## src/rtl/filter_lookup_arb_pkg.sv

```systemverilog
// Shared filter definitions: lookup FSM encoding,
// header field defaults and a saturating counter helper.
package filter_lookup_arb_pkg;

    localparam int IP_ADDR_LEN_DEF = 32;
    localparam int PORT_LEN_DEF    = 16;
    localparam int STAT_W          = 32;

    typedef enum logic [1:0] {
        IDLE        = 2'd0,
        ISSUE       = 2'd1,
        WAIT_RESULT = 2'd2,
        DRAIN       = 2'd3
    } flt_state_e;

    function automatic logic [STAT_W-1:0] sat_inc(
        input logic [STAT_W-1:0] v
    );
        return (&v) ? v : v + STAT_W'(1);
    endfunction

endpackage

```

## src/rtl/filter_rr_arb.sv

```systemverilog
// Round-robin selector: the search starts one past the
// last granted port and wraps around.
module filter_rr_arb #(
    parameter int NUM_PORTS = 4,
    parameter int IDX_W     = (NUM_PORTS > 1) ? $clog2(NUM_PORTS) : 1
) (
    input  logic [NUM_PORTS-1:0] req,
    input  logic [IDX_W-1:0]     last_grant,
    output logic [NUM_PORTS-1:0] grant,
    output logic [IDX_W-1:0]     index,
    output logic                 found
);

    int         pos;
    logic [IDX_W-1:0] pi;

    always_comb begin
        grant = '0;
        index = '0;
        found = 1'b0;
        pos   = 0;
        pi    = '0;
        for (int k = 1; k <= NUM_PORTS; k++) begin
            pos = (int'(last_grant) + k) % NUM_PORTS;
            pi  = IDX_W'(pos);
            if (!found && req[pi]) begin
                found     = 1'b1;
                grant[pi] = 1'b1;
                index     = pi;
            end
        end
    end

endmodule

```

## src/rtl/filter_lookup_arb.sv

```systemverilog
// Shares one header filter engine between several parser
// ports; one lookup in flight, with a result timeout.
module filter_lookup_arb
    import filter_lookup_arb_pkg::*;
#(
    parameter int NUM_PORTS      = 4,
    parameter int IP_ADDR_LEN    = IP_ADDR_LEN_DEF,
    parameter int PORT_LEN       = PORT_LEN_DEF,
    parameter int TIMEOUT_CYCLES = 16
) (
    input  logic                            axi_aclk,
    input  logic                            axi_aresetn,
    input  logic                            arb_enable,
    input  logic [NUM_PORTS-1:0]            req_valid,
    output logic [NUM_PORTS-1:0]            req_ready,
    input  logic [NUM_PORTS*IP_ADDR_LEN-1:0] req_src_ip,
    input  logic [NUM_PORTS*IP_ADDR_LEN-1:0] req_dst_ip,
    input  logic [NUM_PORTS*PORT_LEN-1:0]    req_src_port,
    input  logic [NUM_PORTS*PORT_LEN-1:0]    req_dst_port,
    output logic                            hdr_rd,
    output logic                            hdr_clear,
    output logic [IP_ADDR_LEN-1:0]          hdr_src_ip,
    output logic [IP_ADDR_LEN-1:0]          hdr_dst_ip,
    output logic [PORT_LEN-1:0]             hdr_src_port,
    output logic [PORT_LEN-1:0]             hdr_dst_port,
    input  logic                            m_send,
    input  logic                            m_send_rd,
    output logic [NUM_PORTS-1:0]            rsp_valid,
    output logic                            rsp_send,
    output logic                            rsp_timeout,
    output logic [STAT_W-1:0]               cnt_lookups,
    output logic [STAT_W-1:0]               cnt_drops,
    output logic [STAT_W-1:0]               cnt_timeouts
);

    localparam int IDX_W = (NUM_PORTS > 1) ? $clog2(NUM_PORTS) : 1;
    localparam int TMO_W =
        (TIMEOUT_CYCLES > 1) ? $clog2(TIMEOUT_CYCLES) : 1;
    localparam logic [TMO_W-1:0] TMO_LAST = TMO_W'(TIMEOUT_CYCLES - 1);

    flt_state_e state_q, state_d;

    logic [IDX_W-1:0]     last_grant_q;
    logic [IDX_W-1:0]     grant_idx_q;
    logic [TMO_W-1:0]     tmo_cnt_q;
    logic [NUM_PORTS-1:0] arb_grant;
    logic [IDX_W-1:0]     arb_idx;
    logic                 arb_found;

    logic accept;
    logic tmo_hit;
    logic rsp_ok;
    logic rsp_tmo;
    logic rsp_fire;

    logic [IP_ADDR_LEN-1:0] sel_src_ip, sel_dst_ip;
    logic [PORT_LEN-1:0]    sel_src_port, sel_dst_port;

    logic [STAT_W-1:0] lookups_q, drops_q, timeouts_q;

    filter_rr_arb #(
        .NUM_PORTS (NUM_PORTS),
        .IDX_W     (IDX_W)
    ) u_rr (
        .req        (req_valid),
        .last_grant (last_grant_q),
        .grant      (arb_grant),
        .index      (arb_idx),
        .found      (arb_found)
    );

    assign tmo_hit  = (tmo_cnt_q == TMO_LAST);
    assign rsp_fire = rsp_ok | rsp_tmo;

    always_ff @(posedge axi_aclk or negedge axi_aresetn) begin
        if (!axi_aresetn) begin
            state_q <= IDLE;
        end else begin
            state_q <= state_d;
        end
    end

    always_comb begin
        state_d   = state_q;
        req_ready = '0;
        accept    = 1'b0;
        rsp_ok    = 1'b0;
        rsp_tmo   = 1'b0;
        unique case (state_q)
            IDLE: begin
                if (arb_enable) begin
                    req_ready = arb_grant;
                    if (arb_found) begin
                        accept  = 1'b1;
                        state_d = ISSUE;
                    end
                end
            end
            ISSUE: begin
                state_d = WAIT_RESULT;
            end
            WAIT_RESULT: begin
                if (m_send_rd) begin
                    rsp_ok  = 1'b1;
                    state_d = DRAIN;
                end else if (tmo_hit) begin
                    rsp_tmo = 1'b1;
                    state_d = DRAIN;
                end
            end
            DRAIN: begin
                // wait for the filter to drop its decision-valid
                if (!m_send_rd || tmo_hit) begin
                    state_d = IDLE;
                end
            end
            default: state_d = IDLE;
        endcase
    end

    always_ff @(posedge axi_aclk or negedge axi_aresetn) begin
        if (!axi_aresetn) begin
            tmo_cnt_q <= '0;
        end else if (state_d != state_q) begin
            tmo_cnt_q <= '0;
        end else if (!tmo_hit) begin
            tmo_cnt_q <= tmo_cnt_q + TMO_W'(1);
        end
    end

    always_comb begin
        sel_src_ip   = '0;
        sel_dst_ip   = '0;
        sel_src_port = '0;
        sel_dst_port = '0;
        for (int i = 0; i < NUM_PORTS; i++) begin
            if (arb_idx == IDX_W'(i)) begin
                sel_src_ip   = req_src_ip[i*IP_ADDR_LEN +: IP_ADDR_LEN];
                sel_dst_ip   = req_dst_ip[i*IP_ADDR_LEN +: IP_ADDR_LEN];
                sel_src_port = req_src_port[i*PORT_LEN +: PORT_LEN];
                sel_dst_port = req_dst_port[i*PORT_LEN +: PORT_LEN];
            end
        end
    end

    always_ff @(posedge axi_aclk or negedge axi_aresetn) begin
        if (!axi_aresetn) begin
            last_grant_q <= IDX_W'(NUM_PORTS - 1);
            grant_idx_q  <= '0;
            hdr_src_ip   <= '0;
            hdr_dst_ip   <= '0;
            hdr_src_port <= '0;
            hdr_dst_port <= '0;
        end else if (accept) begin
            last_grant_q <= arb_idx;
            grant_idx_q  <= arb_idx;
            hdr_src_ip   <= sel_src_ip;
            hdr_dst_ip   <= sel_dst_ip;
            hdr_src_port <= sel_src_port;
            hdr_dst_port <= sel_dst_port;
        end
    end

    always_ff @(posedge axi_aclk or negedge axi_aresetn) begin
        if (!axi_aresetn) begin
            hdr_rd      <= 1'b0;
            hdr_clear   <= 1'b0;
            rsp_valid   <= '0;
            rsp_send    <= 1'b0;
            rsp_timeout <= 1'b0;
        end else begin
            hdr_rd      <= accept;
            hdr_clear   <= rsp_fire;
            rsp_valid   <= rsp_fire ?
                           (NUM_PORTS'(1) << grant_idx_q) : '0;
            // a timed-out lookup is always reported as a drop
            rsp_send    <= rsp_ok & m_send;
            rsp_timeout <= rsp_tmo;
        end
    end

    always_ff @(posedge axi_aclk or negedge axi_aresetn) begin
        if (!axi_aresetn) begin
            lookups_q  <= '0;
            drops_q    <= '0;
            timeouts_q <= '0;
        end else if (rsp_fire) begin
            lookups_q <= sat_inc(lookups_q);
            if (!(rsp_ok && m_send)) begin
                drops_q <= sat_inc(drops_q);
            end
            if (rsp_tmo) begin
                timeouts_q <= sat_inc(timeouts_q);
            end
        end
    end

    assign cnt_lookups  = lookups_q;
    assign cnt_drops    = drops_q;
    assign cnt_timeouts = timeouts_q;

endmodule

```

## config.mk

```make
export PLATFORM = sky130hd
export DESIGN_NAME = filter_lookup_arb
export DESIGN_NICKNAME = d
export VERILOG_FILES = /design/src/rtl/filter_lookup_arb_pkg.sv /design/src/rtl/filter_rr_arb.sv /design/src/rtl/filter_lookup_arb.sv
export SDC_FILE = /design/constraint.sdc
export NUM_CORES = 1
export LEC_CHECK = 0
export BUFFER_PORTS_ARGS = -buffer_cell sky130_fd_sc_hd__buf_2
export CAP_MARGIN = 20
export CORE_AREA = 8 8 228 230
export DETAILED_ROUTE_END_ITERATION = 12
export DIE_AREA = 0 0 236 238
export PLACE_DENSITY = 0.45
export SLEW_MARGIN = 25
export SYNTH_ARGS = -nofsm -noshare
export SYNTH_HDL_FRONTEND = slang
export SYNTH_SLANG_ARGS = --single-unit
```

## constraint.sdc

```tcl
create_clock -name axi_aclk -period 3.9 [get_ports axi_aclk]
set_input_delay 0.585 -clock axi_aclk [delete_from_list [all_inputs] [get_ports axi_aclk]]
set_output_delay 0.585 -clock axi_aclk [all_outputs]
set_load 0.005 [all_outputs]
```

==> results.sh, run 1 <==
export IMPL_status="complete, no violations"
export IMPL_crit_buf_inv=2
export IMPL_via_count=10900
export IMPL_multiInputGateArea_um2=6100
export IMPL_power_per_cell_area_nw_per_um2=666
export IMPL_cts_sinks=210
export IMPL_fillCellCount=5026
export IMPL_die_area_um2=56200
export IMPL_hold_violations=0
export IMPL_cp_end_kind="output pin"
export IMPL_drt_first_pass_iters=5
export IMPL_coreArea_um2=48300
export IMPL_yosys_top_cells_count="208 x dfrtp_1, 194 x mux2i_1, 138 x nor2_1"
export IMPL_synth_top_area_cell="dfrtp_1"
export IMPL_ys_warn_count=0
export IMPL_cts_tree="done"
export IMPL_routabilityCongestion=0.913
export IMPL_root_buffer="clkbuf_16"
export IMPL_slowest_stage="dfstp_4"
export IMPL_rsz0062_at_grt="no"
export IMPL_antenna_found_initial=26
export IMPL_crit_path_start_kind="flip-flop"
export IMPL_clock_latency_ns=0.53
export IMPL_synth_flop_cell="dfrtp_1"
export IMPL_path_class="flip-flop to output pin"
export IMPL_seqCellArea_um2=5260
export IMPL_skew_ns=0.0109
export IMPL_die_width_um=236
export IMPL_clkTransAtPathRegs_ns=0.06
export IMPL_final_setup_tns_ns=0
export IMPL_htreeDepth=1
export IMPL_syn_cell_area_um2=11700
export IMPL_drtIter0Drc=570
export IMPL_grt_max_degree=98
export IMPL_wirelength_mm=49.8
export IMPL_cp_data_arrival_time_ns=3.05
export IMPL_avgSynthCellArea_um2=10.9
export IMPL_vdd_drop_max_uv=546
export IMPL_ant_nets=0
export IMPL_hold_path_class="input port to async pin"
export IMPL_ioPinCount=597
export IMPL_initial_core_util_pct=24.2
export IMPL_synthesis_nets=1483
export IMPL_yosysUniqueCellTypes=58
export IMPL_wire_per_inst_um=21.6
export IMPL_cap_violations=0
export IMPL_ys_seq_area_share_pct=44.9
export IMPL_cts_buffers=27
export IMPL_fmax_ghz=0.275
export IMPL_portBuffers=596
export IMPL_route_detailed_drc=0
export IMPL_grt_overflow_total=0
export IMPL_yosys_area_top_type_share_pct=44.4
export IMPL_async_reset_ff_share_pct=100
export IMPL_slowest_delay_ns=0.71
export IMPL_grt_total_usage_pct=16.6
export IMPL_drive_gt1_share_pct=42.3
export IMPL_rows=81
export IMPL_leakagePower_nw=8.01
export IMPL_fin_cells=2305
export IMPL_cts_root_to_sink_buffers=3
export IMPL_nNetsFinal=2061
export IMPL_synthMostInstantiatedCell="dfrtp_1"
export IMPL_worst_path_max_fanout=14
export IMPL_synth_edff_count=0
export IMPL_slew_headroom_pct=37.4
export IMPL_place_inst=2248
export IMPL_crit_family="compound AO/OA/AOI/OAI gates"
export IMPL_crit_required_ns=3.31
export IMPL_synthTopCellsByArea="dfrtp_1 44%, mux2i_1 17%, a221oi_2 5.1%, nor2_1 4.4%, xnor2_1 4.2%"
export IMPL_die_y_um=238
export IMPL_drv_slew=0
export IMPL_setup_viol=0
export IMPL_syn_to_final_growth_pct=38.5
export IMPL_dp_hpwl_mm=38.8
export IMPL_path_cells="inv_1, ha_4, nor2b_1, a211o_1, a2111oi_4, nand2_1, a21oi_1, buf_2"
export IMPL_cts_hold_fix_buffers=0
export IMPL_drt_vias_per_instance=4.74
export IMPL_tightest_slew_ns=0.938
export IMPL_layout_min_cycle_time_ns=3.64
export IMPL_period_share_pct=93.2
export IMPL_ys_ff_latch=210
export IMPL_grt_pass1_wl_mm=73.3
export IMPL_synth_cells=1078
export IMPL_grt_pass1_vias=11200
==> timing repair <==
| action | in CTS | in global routing |
|---|---|---|
| buffers inserted | 0 | 1 |
| gates resized for setup | 0 | 3 |
| endpoints found under the setup margin | 0 | 4 |
==> kinds of logic after synthesis <==
group | Yosys count | synth area share, %
fa+ha+maj | 12 | 1.28
simple gates | 346 | 14.3
mux | 201 | 17.5
compound gates | 137 | 11.8
flops | 210 | 44.9
buf+inv | 79 | 3.28
xor+xnor | 93 | 6.95
==> per-stage QoR <==
stage               total power [W]  setup slack [ns]  hold slack (ns)  utilization (%)  cell area, um^2
finish                       0.0108             0.264          0.00223             33.6            16200
global route                 0.0115            0.0368           0.0246             33.6            16200
CTS                          0.0110            0.0599          0.00387             33.5            16200
detailed placement          0.00867             0.393            0.472             31.9            15400
global placement            0.00857             0.502            0.470             31.9            15400
floorplan                   0.00679             0.778            0.289                -            11700
==> report_power, final <==
group	switching, W	internal [W]
Sequential	0.000399	0.00280
Clock	0.000945	0.00130
Combinational	0.00288	0.00250
==> worst reg2reg max path: stages (launching register included) <==
cell and delay (ns):
dfstp_4 0.71, inv_1 0.16, ha_4 0.34, mux2i_1 0.08, nand2_1 0.25, a2111oi_4 0.16, buf_4 0.17, o31ai_1 0.45
and2_4 0.25, buf_4 0.48, a221oi_1 0.27
==> cell type report <==
class	count	area share, %
repair buffers	613	19.9
inverters	15	0.355
multi-input cells	789	37.6
diodes	11	0.170
clock buffers	40	4.59
flip-flops and latches	210	32.4
well taps	622	4.80
clock inverters	5	0.154
==> sequential cells by signal, summed over array words and instances, names as in the netlist, 2 cells and up <==
| register | cells |
|---|---|
| hdr_src_ip | 32 |
| tmo_cnt_q | 4 |
| hdr_src_port | 16 |
| cnt_timeouts | 32 |
| grant_idx_q | 2 |
| rsp_valid | 4 |
| last_grant_q | 2 |
| state_q | 2 |
| cnt_drops | 32 |
| hdr_dst_ip | 32 |
| hdr_dst_port | 16 |
| cnt_lookups | 32 |
==> metal layers <==
metal / routed length (um) / vias up / GRT usage [%]
met3: 3950 / 84 / 5.53
met4: 1220 / 10 / 5.07
met2: 25200 / 367 / 29.1
met1: 19400 / 5316 / 19.0
met5: 63 / - / 0
li1: - / 5152 / -
==> cell usage in the layout (no fill, tap or decap), drive strengths merged, types with 7 or more instances in the layout <==
cell type    n
diode       11
dfrtp      208
ha          12
buf        613
and4        11
nand2       51
and2         7
and3        15
mux2i      194
nor3        23
xnor2       56
a21oi       11
a221oi      95
nand4       28
clkbuf      40
nand3       43
inv         14
nor2       139
xor2        37
==> final timing paths <==
kind                            cells past startpoint                to       startpoint  slack (ns)
min in group axi_aclk                               2          rsp_send           m_send        0.32
max in group asynchronous                           2     hdr_src_ip[8]      axi_aresetn        2.90
worst min-delay path                                1  cnt_timeouts[23]      axi_aresetn       0.002
worst max register to register                     10     hdr_dst_ip[8]  last_grant_q[1]        0.45
worst max-delay path                                8      req_ready[1]  last_grant_q[1]        0.26
worst min register to register                      1     cnt_drops[29]    cnt_drops[29]        0.48
(Power assumes the default switching activity.)
==> run 2, diff against run 1 <==
--- a/config.mk
+++ b/config.mk
@@ -8,10 +8,11 @@
 export BUFFER_PORTS_ARGS = -buffer_cell sky130_fd_sc_hd__buf_2
 export CAP_MARGIN = 20
 export CORE_AREA = 8 8 228 230
+export CTS_BUF_LIST = sky130_fd_sc_hd__clkbuf_8
 export DETAILED_ROUTE_END_ITERATION = 12
 export DIE_AREA = 0 0 236 238
+export GPL_TIMING_DRIVEN = 0
 export PLACE_DENSITY = 0.45
-export SLEW_MARGIN = 25
 export SYNTH_ARGS = -nofsm -noshare
 export SYNTH_HDL_FRONTEND = slang
 export SYNTH_SLANG_ARGS = --single-unit
==> run 2 against run 1 <==
Effect of this change: sequential share of layout area shrank 0.47 points; sequential power is essentially flat; non-clock buffer count grew 52; highest routed layer unchanged; cell area grew 1.4%; clock power is essentially flat; register-to-register slack lost 0.12 ns; hold slack gained 0.034 ns; die area is the same; critical path type unchanged; via count grew 2.9%; fmax grew 0.15%; largest cell class unchanged; combinational power grew 6.9%; critical path depth grew 1.
==> results.sh, run 2 (same netlist as run 1, synthesis figures left out) <==
export IMPL_status="complete, no violations"
export IMPL_p_comb_share_pct=51.4
export IMPL_slowest_delay_ns=0.58
export IMPL_grt_overflow_total=0
export IMPL_place_inst=2297
export IMPL_wire_per_inst_um=21.7
export IMPL_leakagePower_nw=8.23
export IMPL_drt_vias_per_instance=4.71
export IMPL_antenna_found_initial=24
export IMPL_drive_gt1_share_pct=43.4
export IMPL_drt_first_pass_iters=4
export IMPL_root_buffer="clkbuf_8"
export IMPL_switching_share_pct=41.4
export IMPL_grt_total_usage_pct=17.6
export IMPL_cap_violations=0
export IMPL_crit_path_start_kind="flip-flop"
export IMPL_fmax_ghz=0.275
export IMPL_ant_nets=0
export IMPL_fin_cells=2388
export IMPL_syn_to_final_growth_pct=40.5
export IMPL_cts_root_to_sink_buffers=3
export IMPL_rsz0062_at_grt="no"
export IMPL_drv_slew=0
export IMPL_slowest_stage="dfstp_2"
export IMPL_tightest_slew_ns=0.845
export IMPL_slew_headroom_pct=43.7
export IMPL_crit_buf_inv=3
export IMPL_post_route_util_pct=34.0
export IMPL_rows=81
export IMPL_path_class="flip-flop to output pin"
export IMPL_crit_required_ns=3.31
export IMPL_skew_ns=0.0316
export IMPL_cts_sinks=210
export IMPL_die_width_um=236
export IMPL_cts_tree="done"
export IMPL_clock_latency_ns=0.59
export IMPL_clkTransAtPathRegs_ns=0.05
export IMPL_seq_power_share_pct=28.4
export IMPL_route_detailed_drc=0
export IMPL_hold_violations=0
export IMPL_wirelength_mm=51.7
export IMPL_setup_viol=0
export IMPL_cp_data_arrival_time_ns=3.05
export IMPL_grt_max_degree=107
export IMPL_fillCellCount=5099
export IMPL_internal_power_w=0.00654
export IMPL_ioPinCount=597
export IMPL_power_per_cell_area_nw_per_um2=678
export IMPL_whs_ns=0.0363
export IMPL_layout_commonest_cell="buf_2"
export IMPL_grt_pass1_vias=11900
export IMPL_crit_family="compound AO/OA/AOI/OAI gates"
export IMPL_routabilityCongestion=0.904
export IMPL_cp_end_kind="output pin"
export IMPL_cts_hold_fix_buffers=0
export IMPL_initial_core_util_pct=24.2
export IMPL_dp_hpwl_mm=41.9
export IMPL_via_count=11300
export IMPL_p_total_w=0.0112
export IMPL_path_cells="buf_6, clkinvlp_4, ha_4, nor2b_1, a211o_1, a2111oi_4, nand2_1, a21oi_1, buf_2"
export IMPL_period_share_pct=93.1
export IMPL_cts_buffers=43
export IMPL_final_setup_tns_ns=0
export IMPL_p_clk_share_pct=20.2
export IMPL_coreArea_um2=48300
export IMPL_die_y_um=238
export IMPL_netSwitchingPower_w=0.00461
export IMPL_hold_path_class="input port to async pin"
export IMPL_portBuffers=596
export IMPL_layout_min_cycle_time_ns=3.63
export IMPL_vdd_drop_max_uv=282
export IMPL_nNetsFinal=2129
export IMPL_grt_pass1_wl_mm=76.9
export IMPL_htreeDepth=2
export IMPL_worst_path_max_fanout=10
export IMPL_die_area_um2=56200
export IMPL_mostFrequentLayoutCells="617 x buf_2, 208 x dfrtp_1, 194 x mux2i_1"
export IMPL_drtIter0Drc=381
run 2: changes by cell type in the layout (fill, tap and decap cells not counted), moves of 3 or more:
cell        previous run  this run
buf_12                 9         0
buf_2                595       617
buf_6                  0         7
clkbuf_1              11        25
clkbuf_16             27         0
clkbuf_2               0         3
clkbuf_8               2        50
clkinvlp_4             0         3
diode_2               11        14
inv_1                 14        27
run 2: metrics by stage:
step / cell area [um^2] / worst slack (ns)
floorplan: 11700 / 0.778
global placement: 15500 / -1.79
detailed placement: 15500 / -0.263
CTS: 16400 / 0.0476
global route: 16400 / 0.0228
finish: 16500 / 0.269
run 2: area by class of cell:
cell class	instances	area [um^2]	share of cell area, %
clock inverters	23	141	0.859
multi-input cells	789	6090	37.0
clock buffers	50	688	4.18
well taps	622	778	4.73
inverters	15	63.8	0.388
repair buffers	601	3050	18.5
plain buffers	64	347	2.11
flip-flops and latches	210	5260	32.0
diodes	14	35.0	0.213
run 2: routing by layer:
| metal | GRT usage [%] | vias to the layer above | routed length, um |
|---|---|---|---|
| li1 | - | 5298 | - |
| met4 | 6.69 | 10 | 1460 |
| met5 | 0 | - | 57 |
| met1 | 20.1 | 5457 | 20200 |
| met2 | 30.4 | 393 | 25800 |
| met3 | 5.99 | 92 | 4190 |
run 2: path summary, 6_finish.rpt:
| check | startpoint | to | slack, ns | cells after the start |
|---|---|---|---|---|
| setup / recovery | last_grant_q[1] | req_ready[1] | 0.27 | 9 |
| hold / removal | axi_aresetn | cnt_drops[14] | 0.04 | 1 |
| max in group asynchronous | axi_aresetn | hdr_dst_ip[27] | 2.77 | 2 |
| hold reg to reg | cnt_timeouts[18] | cnt_timeouts[18] | 0.48 | 1 |
| setup reg to reg | last_grant_q[1] | hdr_src_ip[20] | 0.33 | 12 |
| min in group axi_aclk | m_send | rsp_send | 0.25 | 2 |
run 2: what timing repair did:
item / in CTS / in global routing
gates resized for setup: 9 / 6
endpoints found under the setup margin: 93 / 67
buffers inserted: 2 / 2
hold endpoints to repair: 0 / 0
pin swaps: 1 / 1
run 2: worst register-to-register path, delay by kind of cell (launching register included):
family,cells,cell delay (ns)
adders and majority gates,1,0.31
buffers and inverters,5,1.10
and+or+nand+nor,2,0.37
AOI/OAI and AO/OA,4,1.04
DFF,1,0.58
run 2: power groups by stage:
stage          clock (W)  combinational (W)  sequential, W
3_5_place_dp           0            0.00576        0.00322
5_1_grt          0.00245            0.00624        0.00326
3_3_place_gp           0            0.00573        0.00320
4_1_cts          0.00236            0.00583        0.00318
6_report         0.00225            0.00574        0.00317
2_1_floorplan          0            0.00356        0.00322
==> run 3, diff against run 2 <==
--- a/config.mk
+++ b/config.mk
@@ -12,7 +12,7 @@
 export DETAILED_ROUTE_END_ITERATION = 12
 export DIE_AREA = 0 0 236 238
 export GPL_TIMING_DRIVEN = 0
-export PLACE_DENSITY = 0.45
+export PLACE_DENSITY = 0.58
 export SYNTH_ARGS = -nofsm -noshare
 export SYNTH_HDL_FRONTEND = slang
 export SYNTH_SLANG_ARGS = --single-unit
==> constraint.sdc (replaced) <==
create_clock -name axi_aclk -period 3.9 [get_ports axi_aclk]
set_input_delay 0.39 -clock axi_aclk [delete_from_list [all_inputs] [get_ports axi_aclk]]
set_output_delay 0.39 -clock axi_aclk [all_outputs]
set_load 0.005 [all_outputs]
==> run 3 against run 2 <==
Effect of this change: fmax fell by 0.86%; count of clock-buffer cells in the layout rose by 3; die area did not move; utilization rose by 0.27 points; largest cell class unchanged.
==> results.sh, run 3 (same netlist as run 1, synthesis figures left out) <==
export IMPL_status="complete, no violations"
export IMPL_fmax_ghz=0.273
export IMPL_crit_buf_inv=5
export IMPL_die_area_um2=56200
export IMPL_crit_path_start_kind="flip-flop"
export IMPL_cap_violations=0
export IMPL_root_buffer="clkbuf_8"
export IMPL_coreArea_um2=48300
export IMPL_fillCellCount=5003
export IMPL_die_width_um=236
export IMPL_path_depth=12
export IMPL_via_count=11300
export IMPL_setup_viol=0
export IMPL_grt_pass1_wl_mm=74.7
export IMPL_gr_usage_met2_pct=29.3
export IMPL_multiInputGateArea_um2=6110
export IMPL_dp_hpwl_mm=41.2
export IMPL_wire_per_inst_um=21.2
export IMPL_routabilityCongestion=0.971
export IMPL_ant_nets=0
export IMPL_wirelength_mm=50.7
export IMPL_layout_commonest_cell="buf_2"
export IMPL_seqCellArea_um2=5260
export IMPL_vdd_drop_max_uv=279
export IMPL_ff2ff_path_depth=12
export IMPL_crit_required_ns=4.32
export IMPL_cts_buffers=42
export IMPL_grt_util_met1_pct=19.0
export IMPL_worst_path_max_fanout=10
export IMPL_path_class="flip-flop to flip-flop"
export IMPL_hold_violations=0
export IMPL_cp_end_kind="flip-flop"
export IMPL_met3_usage_pct=5.83
export IMPL_slowest_stage="dfstp_2"
export IMPL_final_setup_tns_ns=0
export IMPL_grt_pass1_vias=11900
export IMPL_path_cells="buf_4, inv_1, ha_4, nor2b_1, a211o_1, a2111oi_4, buf_4, o31ai_2, and2_1, buf_2, clkbuf_1, a221oi_1"
export IMPL_power_per_cell_area_nw_per_um2=694
export IMPL_whs_ns=0.109
export IMPL_period_share_pct=93.9
export IMPL_clock_latency_ns=0.58
export IMPL_crit_family="buffers and inverters"
export IMPL_place_inst=2297
export IMPL_antenna_found_initial=18
export IMPL_setup_slack_ns=0.238
export IMPL_rsz0062_at_grt="no"
export IMPL_min_path_cells=2
export IMPL_ioPinCount=597
export IMPL_grt_overflow_total=0
export IMPL_nNetsFinal=2128
export IMPL_drt_first_pass_iters=5
export IMPL_cts_tree="done"
export IMPL_drtIter0Drc=488
export IMPL_leakagePower_nw=8.30
export IMPL_grt_max_degree=110
export IMPL_grt_total_usage_pct=17.0
export IMPL_die_y_um=238
export IMPL_layout_min_cycle_time_ns=3.66
export IMPL_htreeDepth=2
export IMPL_slowest_delay_ns=0.63
export IMPL_cts_sinks=210
export IMPL_slew_headroom_pct=39.8
export IMPL_crit_top_cell="buf_4"
export IMPL_hold_path_class="input port to flip-flop"
export IMPL_busiest_layer="met2"
export IMPL_cts_root_to_sink_buffers=3
export IMPL_initial_core_util_pct=24.2
export IMPL_fin_cells=2391
export IMPL_tightest_slew_ns=0.904
export IMPL_drive_gt1_share_pct=43.8
export IMPL_syn_to_final_growth_pct=41.6
export IMPL_route_detailed_drc=0
export IMPL_dpl_worst_slack_ns=-0.273
export IMPL_drt_vias_per_instance=4.72
export IMPL_cp_data_arrival_time_ns=4.08
export IMPL_portBuffers=596
export IMPL_rows=81
export IMPL_drv_slew=0
export IMPL_mostFrequentLayoutCells="613 x buf_2, 208 x dfrtp_1, 190 x mux2i_1"
export IMPL_clkTransAtPathRegs_ns=0.06
export IMPL_skew_ns=0.0307
run 3: changes by cell type in the layout (fill, tap and decap cells not counted), moves of 2 or more:
cell	before	now
buf_2	617	613
buf_4	10	14
mux2i_1	194	190
mux2i_2	0	4
bufinv_16	1	4
clkbuf_8	50	53
buf_6	7	5
clkbuf_4	0	2
clkinvlp_4	3	1
inv_6	0	2
run 3: per-layer routing:
layer,wire (um),share of wire [%]
met1,19800,39
met2,25400,50
met3,3660,7.2
met4,1740,3.4
met5,63,0.12
run 3: repair_timing:
action	4_1_cts	5_1_grt
buffers inserted	4	0
endpoints found under the hold margin	108	0
gates cloned	0	0
setup endpoints to repair	99	51
gates resized for setup	12	8
hold buffers	1	0
pin swaps	2	0
run 3: path summary, 6_finish.rpt:
path / to / start / slack (ns)
worst max-delay path: hdr_dst_ip[2] / last_grant_q[0] / 0.24
worst min-delay path: rsp_send / m_send / 0.11
worst max register to register: hdr_dst_ip[2] / last_grant_q[0] / 0.24
worst min register to register: cnt_timeouts[22] / cnt_timeouts[22] / 0.48
max in group asynchronous: hdr_dst_port[1] / axi_aresetn / 2.38
min in group asynchronous: cnt_drops[15] / axi_aresetn / 0.44
run 3: power by group:
group | switching [W] | leakage (nW) | internal [W] | total (W)
Combinational | 0.00327 | 5.17 | 0.00253 | 0.00579
Sequential | 0.000392 | 2.60 | 0.00279 | 0.00318
Clock | 0.00104 | 0.530 | 0.00150 | 0.00253
Total | 0.00469 | 8.30 | 0.00681 | 0.0115
run 3: final cells by class:
cell class,count,share of cell area (%)
flip-flops and latches,210,31.7
plain buffers,63,2.08
clock inverters,24,1.30
inverters,15,0.339
clock buffers,53,4.40
well taps,622,4.69
repair buffers,602,18.5
diodes,13,0.196
multi-input cells,789,36.8
run 3: worst reg2reg max path: stages, from the launching register on:
cell	delay [ns]
dfstp_2	0.63
buf_4	0.21
inv_1	0.16
ha_4	0.31
nor2b_1	0.18
a211o_1	0.24
a2111oi_4	0.09
buf_4	0.17
o31ai_2	0.44
and2_1	0.19
buf_2	0.23
clkbuf_1	0.47
a221oi_1	0.20
run 3: per-stage QoR:
| step | total power, W | cell area [um^2] | util, % |
|---|---|---|---|
| 3_5_place_dp | 0.00902 | 15500 | 32.1 |
| 2_1_floorplan | 0.00679 | 11700 | - |
| 3_3_place_gp | 0.00891 | 15500 | 32.0 |
| 6_report | 0.0115 | 16600 | 34.3 |
| 4_1_cts | 0.0117 | 16500 | 34.2 |
| 5_1_grt | 0.0122 | 16600 | 34.3 |
